### src/rtl/serial_adder_pkg.sv
// Shared definitions for the bit-serial adder: FSM state encoding and default width.
package serial_adder_pkg;

    localparam int DEFAULT_N = 4;

    typedef enum logic [1:0] {
        IDLE  = 2'd0,
        SHIFT = 2'd1,
        DONE  = 2'd2
    } state_t;

    // Bit counter width; kept at least 1 so a 2-bit adder still has a counter bit.
    function automatic int cnt_width(input int n);
        return (n > 2) ? $clog2(n) : 1;
    endfunction

endpackage

### src/rtl/full_adder_1bit.sv
// Single-bit full adder cell: the per-bit sum/carry stage of the serial adder.
module full_adder_1bit (
    input  logic a,
    input  logic b,
    input  logic cin,
    output logic s,
    output logic cout
);

    assign s    = a ^ b ^ cin;
    assign cout = (a & b) | (a & cin) | (b & cin);

endmodule

### src/rtl/serial_adder_4bit.sv
// Bit-serial adder: latches A/B/Cin, adds one bit per cycle LSB first through a
// single full adder, then holds S/Cout until the consumer takes the result.
module serial_adder_4bit
    import serial_adder_pkg::*;
#(
    parameter int N = DEFAULT_N
) (
    input  logic         clk,
    input  logic         rst_n,
    input  logic         in_valid,
    output logic         in_ready,
    input  logic [N-1:0] A,
    input  logic [N-1:0] B,
    input  logic         Cin,
    output logic         out_valid,
    input  logic         out_ready,
    output logic [N-1:0] S,
    output logic         Cout
);

    localparam int CW = cnt_width(N);
    localparam logic [CW-1:0] LAST_BIT = CW'(N - 1);

    state_t        state_reg;
    state_t        state_next;
    logic [CW-1:0] cnt_reg;
    logic [N-1:0]  a_sh_reg;
    logic [N-1:0]  b_sh_reg;
    logic [N-1:0]  sum_sh_reg;
    logic          carry_reg;
    logic          fa_s;
    logic          fa_cout;

    full_adder_1bit u_fa (
        .a    (a_sh_reg[0]),
        .b    (b_sh_reg[0]),
        .cin  (carry_reg),
        .s    (fa_s),
        .cout (fa_cout)
    );

    always_ff @(posedge clk or negedge rst_n) begin
        if (!rst_n) begin
            state_reg <= IDLE;
        end else begin
            state_reg <= state_next;
        end
    end

    always_comb begin
        state_next = state_reg;
        in_ready   = 1'b0;
        out_valid  = 1'b0;
        case (state_reg)
            IDLE: begin
                in_ready = 1'b1;
                if (in_valid) begin
                    state_next = SHIFT;
                end
            end
            SHIFT: begin
                if (cnt_reg == LAST_BIT) begin
                    state_next = DONE;
                end
            end
            DONE: begin
                out_valid = 1'b1;
                if (out_ready) begin
                    state_next = IDLE;
                end
            end
            default: state_next = IDLE;
        endcase
    end

    // Sum bits enter at the MSB so after N shifts bit 0 sits at the LSB;
    // the final carry stays in carry_reg and doubles as Cout.
    always_ff @(posedge clk or negedge rst_n) begin
        if (!rst_n) begin
            cnt_reg    <= '0;
            a_sh_reg   <= '0;
            b_sh_reg   <= '0;
            sum_sh_reg <= '0;
            carry_reg  <= 1'b0;
        end else begin
            case (state_reg)
                IDLE: begin
                    if (in_valid) begin
                        a_sh_reg  <= A;
                        b_sh_reg  <= B;
                        carry_reg <= Cin;
                        cnt_reg   <= '0;
                    end
                end
                SHIFT: begin
                    a_sh_reg   <= a_sh_reg >> 1;
                    b_sh_reg   <= b_sh_reg >> 1;
                    carry_reg  <= fa_cout;
                    sum_sh_reg <= {fa_s, sum_sh_reg[N-1:1]};
                    if (cnt_reg != LAST_BIT) begin
                        cnt_reg <= cnt_reg + 1'b1;
                    end
                end
                default: ;
            endcase
        end
    end

    assign S    = sum_sh_reg;
    assign Cout = carry_reg;

endmodule

### config.mk
export PLATFORM = sky130hd
export DESIGN_NAME = serial_adder_4bit
export DESIGN_NICKNAME = d
export VERILOG_FILES = /design/src/rtl/serial_adder_pkg.sv /design/src/rtl/full_adder_1bit.sv /design/src/rtl/serial_adder_4bit.sv
export SDC_FILE = /design/constraint.sdc
export NUM_CORES = 1
export LEC_CHECK = 0
export ABC_AREA = 1
export BUFFER_PORTS_ARGS = -buffer_cell sky130_fd_sc_hd__buf_2
export CORE_ASPECT_RATIO = 0.9
export CORE_MARGIN = 4
export CORE_UTILIZATION = 30
export DETAILED_ROUTE_END_ITERATION = 8
export HOLD_SLACK_MARGIN = 0.03
export PLACE_DENSITY = 0.59
export SLEW_MARGIN = 20
export SYNTH_ARGS = -nofsm -noshare
export SYNTH_HDL_FRONTEND = slang
export SYNTH_HIERARCHICAL = 1
export SYNTH_SLANG_ARGS = --single-unit
### constraint.sdc
create_clock -name clk -period 2 [get_ports clk]
set_input_delay 0.1 -clock clk [delete_from_list [all_inputs] [get_ports clk]]
set_output_delay 0.1 -clock clk [all_outputs]
set_load 0.05 [all_outputs]
==> impl_metrics.prom <==
# TYPE chip_impl_metric gauge
chip_impl_metric{name="dr_total_vias",unit=""} 676
chip_impl_metric{name="critical_path_at",unit="ns"} 1.49
chip_impl_metric{name="worstPathBufferInverterCount",unit=""} 1
chip_impl_metric{name="synth.ff_latch_count",unit=""} 17
chip_impl_metric{name="reported_max_cap_violation_count",unit=""} 0
chip_impl_metric{name="synth.mux.area_fraction",unit="%"} 0
chip_impl_metric{name="grt_usage",unit="%"} 9.736
chip_impl_metric{name="drc",unit=""} 0
chip_impl_metric{name="synth_compound_gate_area_share",unit="%"} 4.992
chip_impl_metric{name="maximum_number_of_pins_on_one_net_before_global_route_repair",unit=""} 18
chip_impl_metric{name="total_instance_count_after_detailed_placement",unit=""} 144
chip_impl_metric{name="place_congestion",unit=""} 0.8274
chip_impl_metric{name="timing.final.max_slew_violations",unit=""} 0
chip_impl_metric{name="synthesized_netlist_net_count",unit=""} 115
chip_impl_metric{name="synth.avg_cell_area",unit="sq um"} 8.270
chip_impl_metric{name="die_height",unit="um"} 57.81
chip_impl_info{name="timing.critical_path.to_type",value="output port"} 1
chip_impl_metric{name="antenna_cells",unit=""} 0
chip_impl_metric{name="post_layout_nonfiller_instances",unit=""} 149
chip_impl_metric{name="wire_length_of_the_first_global_routing_pass",unit="um"} 2766
chip_impl_metric{name="grt_pass1_vias",unit=""} 629
chip_impl_metric{name="cp_max_fanout",unit=""} 14
chip_impl_info{name="outcome",value="finished clean"} 1
chip_impl_info{name="min-delay-path-class",value="in -> reg"} 1
chip_impl_info{name="critical_path.startpoint_type",value="flop"} 1
chip_impl_metric{name="routed_wl",unit="um"} 1640
chip_impl_metric{name="worst_clock_skew",unit="ns"} 0.007247
chip_impl_metric{name="ioPinCount",unit=""} 20
chip_impl_metric{name="detailedRoute.firstPassIterationCount",unit=""} 4
chip_impl_info{name="tritoncts",value="done"} 1
chip_impl_metric{name="fin_hold_ws",unit="ns"} 0.04305
chip_impl_info{name="worst_path_dominant_cell_family",value="flip-flops"} 1
chip_impl_metric{name="period_utilization",unit="%"} 79.44
chip_impl_metric{name="drt.antenna.violating_nets",unit=""} 0
chip_impl_metric{name="clock_tree.buffer_depth",unit=""} 2
chip_impl_metric{name="layout_min_cycle_time",unit="ns"} 1.589
chip_impl_info{name="clockRootBuffer",value="sky130_fd_sc_hd__clkbuf_4"} 1
chip_impl_metric{name="core",unit="sq um"} 2552
chip_impl_metric{name="detailroute.wirelength.met3",unit="um"} 106
chip_impl_metric{name="clkSlewWorstSetupHoldPaths",unit="ns"} 0.09
chip_impl_metric{name="fin_setup_tns",unit="ns"} 0
chip_impl_metric{name="number_of_cells_produced_by_synthesis",unit=""} 100
chip_impl_metric{name="n_fill_cell",unit=""} 277
chip_impl_metric{name="post_route_cells_drive_above_1_share",unit="%"} 22.31
chip_impl_metric{name="timing.slew.headroom",unit="%"} 64.79
chip_impl_metric{name="critPathMaxStageDelay",unit="ns"} 0.58
chip_impl_metric{name="yosys.area_share.simple",unit="%"} 33.13
chip_impl_metric{name="floorplan.die_area",unit="sq um"} 3662
chip_impl_metric{name="fmax",unit="MHz"} 629.4
chip_impl_metric{name="port_buffers",unit=""} 19
chip_impl_metric{name="grt_antenna_before_repair",unit=""} 0
chip_impl_metric{name="powerDensity",unit="nW/um^2"} 1782
chip_impl_metric{name="clk_latency",unit="ns"} 0.29
chip_impl_metric{name="globalRoute.totalOverflow",unit=""} 0
chip_impl_info{name="combinational_family_with_the_most_area_after_synthesis",value="simple AND/OR/NAND/NOR gates"} 1
chip_impl_metric{name="netlist-cell-type-count",unit=""} 17
chip_impl_metric{name="htreeDepth",unit=""} 1
chip_impl_metric{name="route.layer.met1.wl",unit="um"} 840
chip_impl_info{name="rsz0062_at_grt",value="no"} 1
chip_impl_metric{name="floorplan.initialDensity",unit="%"} 32.40
chip_impl_info{name="crit_path_cell_trace",value="nor2_1 -> buf_2"} 1
chip_impl_metric{name="final_net_count",unit=""} 137
chip_impl_metric{name="hpwl",unit="um"} 1182
chip_impl_metric{name="postCtsSetupBuffers",unit=""} 0
chip_impl_metric{name="cts.sinks",unit=""} 17
chip_impl_metric{name="worst_ep_required_time",unit="ns"} 1.90
chip_impl_metric{name="syn2layout_area_growth",unit="%"} 16.94
chip_impl_metric{name="syn_area",unit="sq um"} 827.0
chip_impl_info{name="slowest_stage",value="sky130_fd_sc_hd__dfrtp_1"} 1
chip_impl_metric{name="row_count",unit=""} 17
chip_impl_metric{name="synth.yosys.warnings",unit=""} 6
chip_impl_metric{name="worst-slew-pin-transition",unit="ns"} 0.5281
chip_impl_metric{name="dpl_cell_area",unit="sq um"} 929.6
chip_impl_info{name="highest-signal-layer",value="met4"} 1
chip_impl_metric{name="finalHoldViolCount",unit=""} 0
chip_impl_metric{name="sequential_area_share_after_synthesis",unit="%"} 51.44
chip_impl_metric{name="chipWidth",unit="um"} 63.35
chip_impl_metric{name="fin_area",unit="sq um"} 967.2
chip_impl_metric{name="final-setup-viol-count",unit=""} 0
chip_impl_metric{name="irDropWorstVdd",unit="mV"} 0.5698
chip_impl_metric{name="cts-buffers-inserted",unit=""} 3
chip_impl_metric{name="met2_length",unit="um"} 680
chip_impl_metric{name="synthXorXnorAreaFrac",unit="%"} 0
chip_impl_metric{name="post_drt_wl_per_cell",unit="um"} 11.01
chip_impl_metric{name="avgViaCountPerCell",unit=""} 4.537
chip_impl_info{name="crit_type",value="reg -> out"} 1
chip_impl_metric{name="synth-adder-area-share",unit="%"} 3.933
chip_impl_metric{name="first_iter_violations",unit=""} 11
chip_impl_metric{name="static-leakage-power",unit="nW"} 0.5440
final cells by class:
type | instances | area [sq um] | share of cell area (%)
sequential | 17 | 425.4 | 43.98
clock inverter | 1 | 5.005 | 0.5175
timing repair buffer | 20 | 105.1 | 10.87
tap | 28 | 35.03 | 3.622
multi-input combinational | 73 | 347.8 | 35.96
inverter | 7 | 26.28 | 2.717
clock buffer | 3 | 22.52 | 2.329
power breakdown:
part	internal (mW)	total, mW	switching (mW)
logic	0.263	0.896	0.634
registers	0.505	0.644	0.139
clock network	0.0744	0.183	0.109
total	0.842	1.72	0.882
metrics by stage:
stage / power [mW] / setup slack, ns / util [%]
after floorplan: 1.394 / 0.2879 / -
after global placement: 1.538 / 0.7310 / 36.42
after detailed placement: 1.549 / 0.7124 / 36.42
after CTS: 1.737 / 0.4096 / 37.89
after global routing: 1.882 / 0.2985 / 37.89
final: 1.723 / 0.4112 / 37.89
logic make-up (layout without fill, tap and decap cells):
kind of cell / Yosys count / after routing
AO/OA/AOI/OAI: 6 / 6
adder cells (fa/ha/maj): 2 / 2
AND/OR/NAND/NOR: 65 / 65
flip-flops: 17 / 17
buffers and inverters: 10 / 31
per-layer routing:
metal  global-route usage (%)  vias up
met5                        0        -
met4                    2.769        0
met3                    4.070        2
met2                    14.58       21
met1                    12.87      296
li1                         -      357
Yosys cell counts:
cell / number / area [sq um]
sky130_fd_sc_hd__nand2_2: 1 / 6.260
sky130_fd_sc_hd__nand2_4: 1 / 11.26
sky130_fd_sc_hd__nand2_1: 45 / 168.9
sky130_fd_sc_hd__nor2_1: 4 / 15.01
sky130_fd_sc_hd__inv_1: 6 / 22.52
sky130_fd_sc_hd__buf_6: 2 / 22.52
sky130_fd_sc_hd__buf_2: 1 / 5.000
sky130_fd_sc_hd__inv_2: 1 / 3.750
sky130_fd_sc_hd__o21ai_0: 2 / 10.01
sky130_fd_sc_hd__o21ai_4: 1 / 16.27
sky130_fd_sc_hd__fa_1: 1 / 20.02
sky130_fd_sc_hd__nand4_1: 2 / 12.51
sky130_fd_sc_hd__nand3_1: 12 / 60.06
sky130_fd_sc_hd__o21ai_1: 1 / 5.000
sky130_fd_sc_hd__a21oi_1: 2 / 10.01
sky130_fd_sc_hd__dfrtp_1: 17 / 425.4
sky130_fd_sc_hd__ha_1: 1 / 12.51
path summary, 6_finish.rpt:
check	start	end	slack (ns)	cells past startpoint
worst max register to register	state_reg[1]	a_sh_reg[1]	0.66	6
min in group asynchronous	rst_n	S[0]	0.25	2
worst min-delay path	B[3]	b_sh_reg[3]	0.04	3
max in group asynchronous	rst_n	state_reg[0]	1.47	2
worst min register to register	b_sh_reg[3]	b_sh_reg[3]	0.48	2
worst max-delay path	state_reg[0]	in_ready	0.41	2
worst min-delay path, cell delays in order:
cell                      delay [ns]
sky130_fd_sc_hd__buf_2          0.07
sky130_fd_sc_hd__nand3_1        0.06
sky130_fd_sc_hd__nand2_1        0.06
what timing repair did:
item / CTS / global route
endpoints found under the setup margin: 0 / 0
resized for setup: 0 / 0
endpoints found under the hold margin: 17 / 0
hold buffers: 1 / 0
placed cells by master, fill, tap and decap left out:
cell type and instances:
sky130_fd_sc_hd__nand2_1 45, sky130_fd_sc_hd__buf_2 19, sky130_fd_sc_hd__dfrtp_1 17, sky130_fd_sc_hd__nand3_1 12, sky130_fd_sc_hd__inv_1 6, sky130_fd_sc_hd__nor2_1 4, sky130_fd_sc_hd__clkbuf_4 3, sky130_fd_sc_hd__nand4_1 2
sky130_fd_sc_hd__a21oi_1 2, sky130_fd_sc_hd__o21ai_0 2, sky130_fd_sc_hd__nand2_4 1, sky130_fd_sc_hd__nand2_2 1, sky130_fd_sc_hd__o21ai_4 1, sky130_fd_sc_hd__inv_2 1, sky130_fd_sc_hd__o21ai_1 1, sky130_fd_sc_hd__ha_1 1
sky130_fd_sc_hd__clkinv_2 1, sky130_fd_sc_hd__dlygate4sd3_1 1, sky130_fd_sc_hd__fa_1 1
Power figures use the tool's default switching activity.
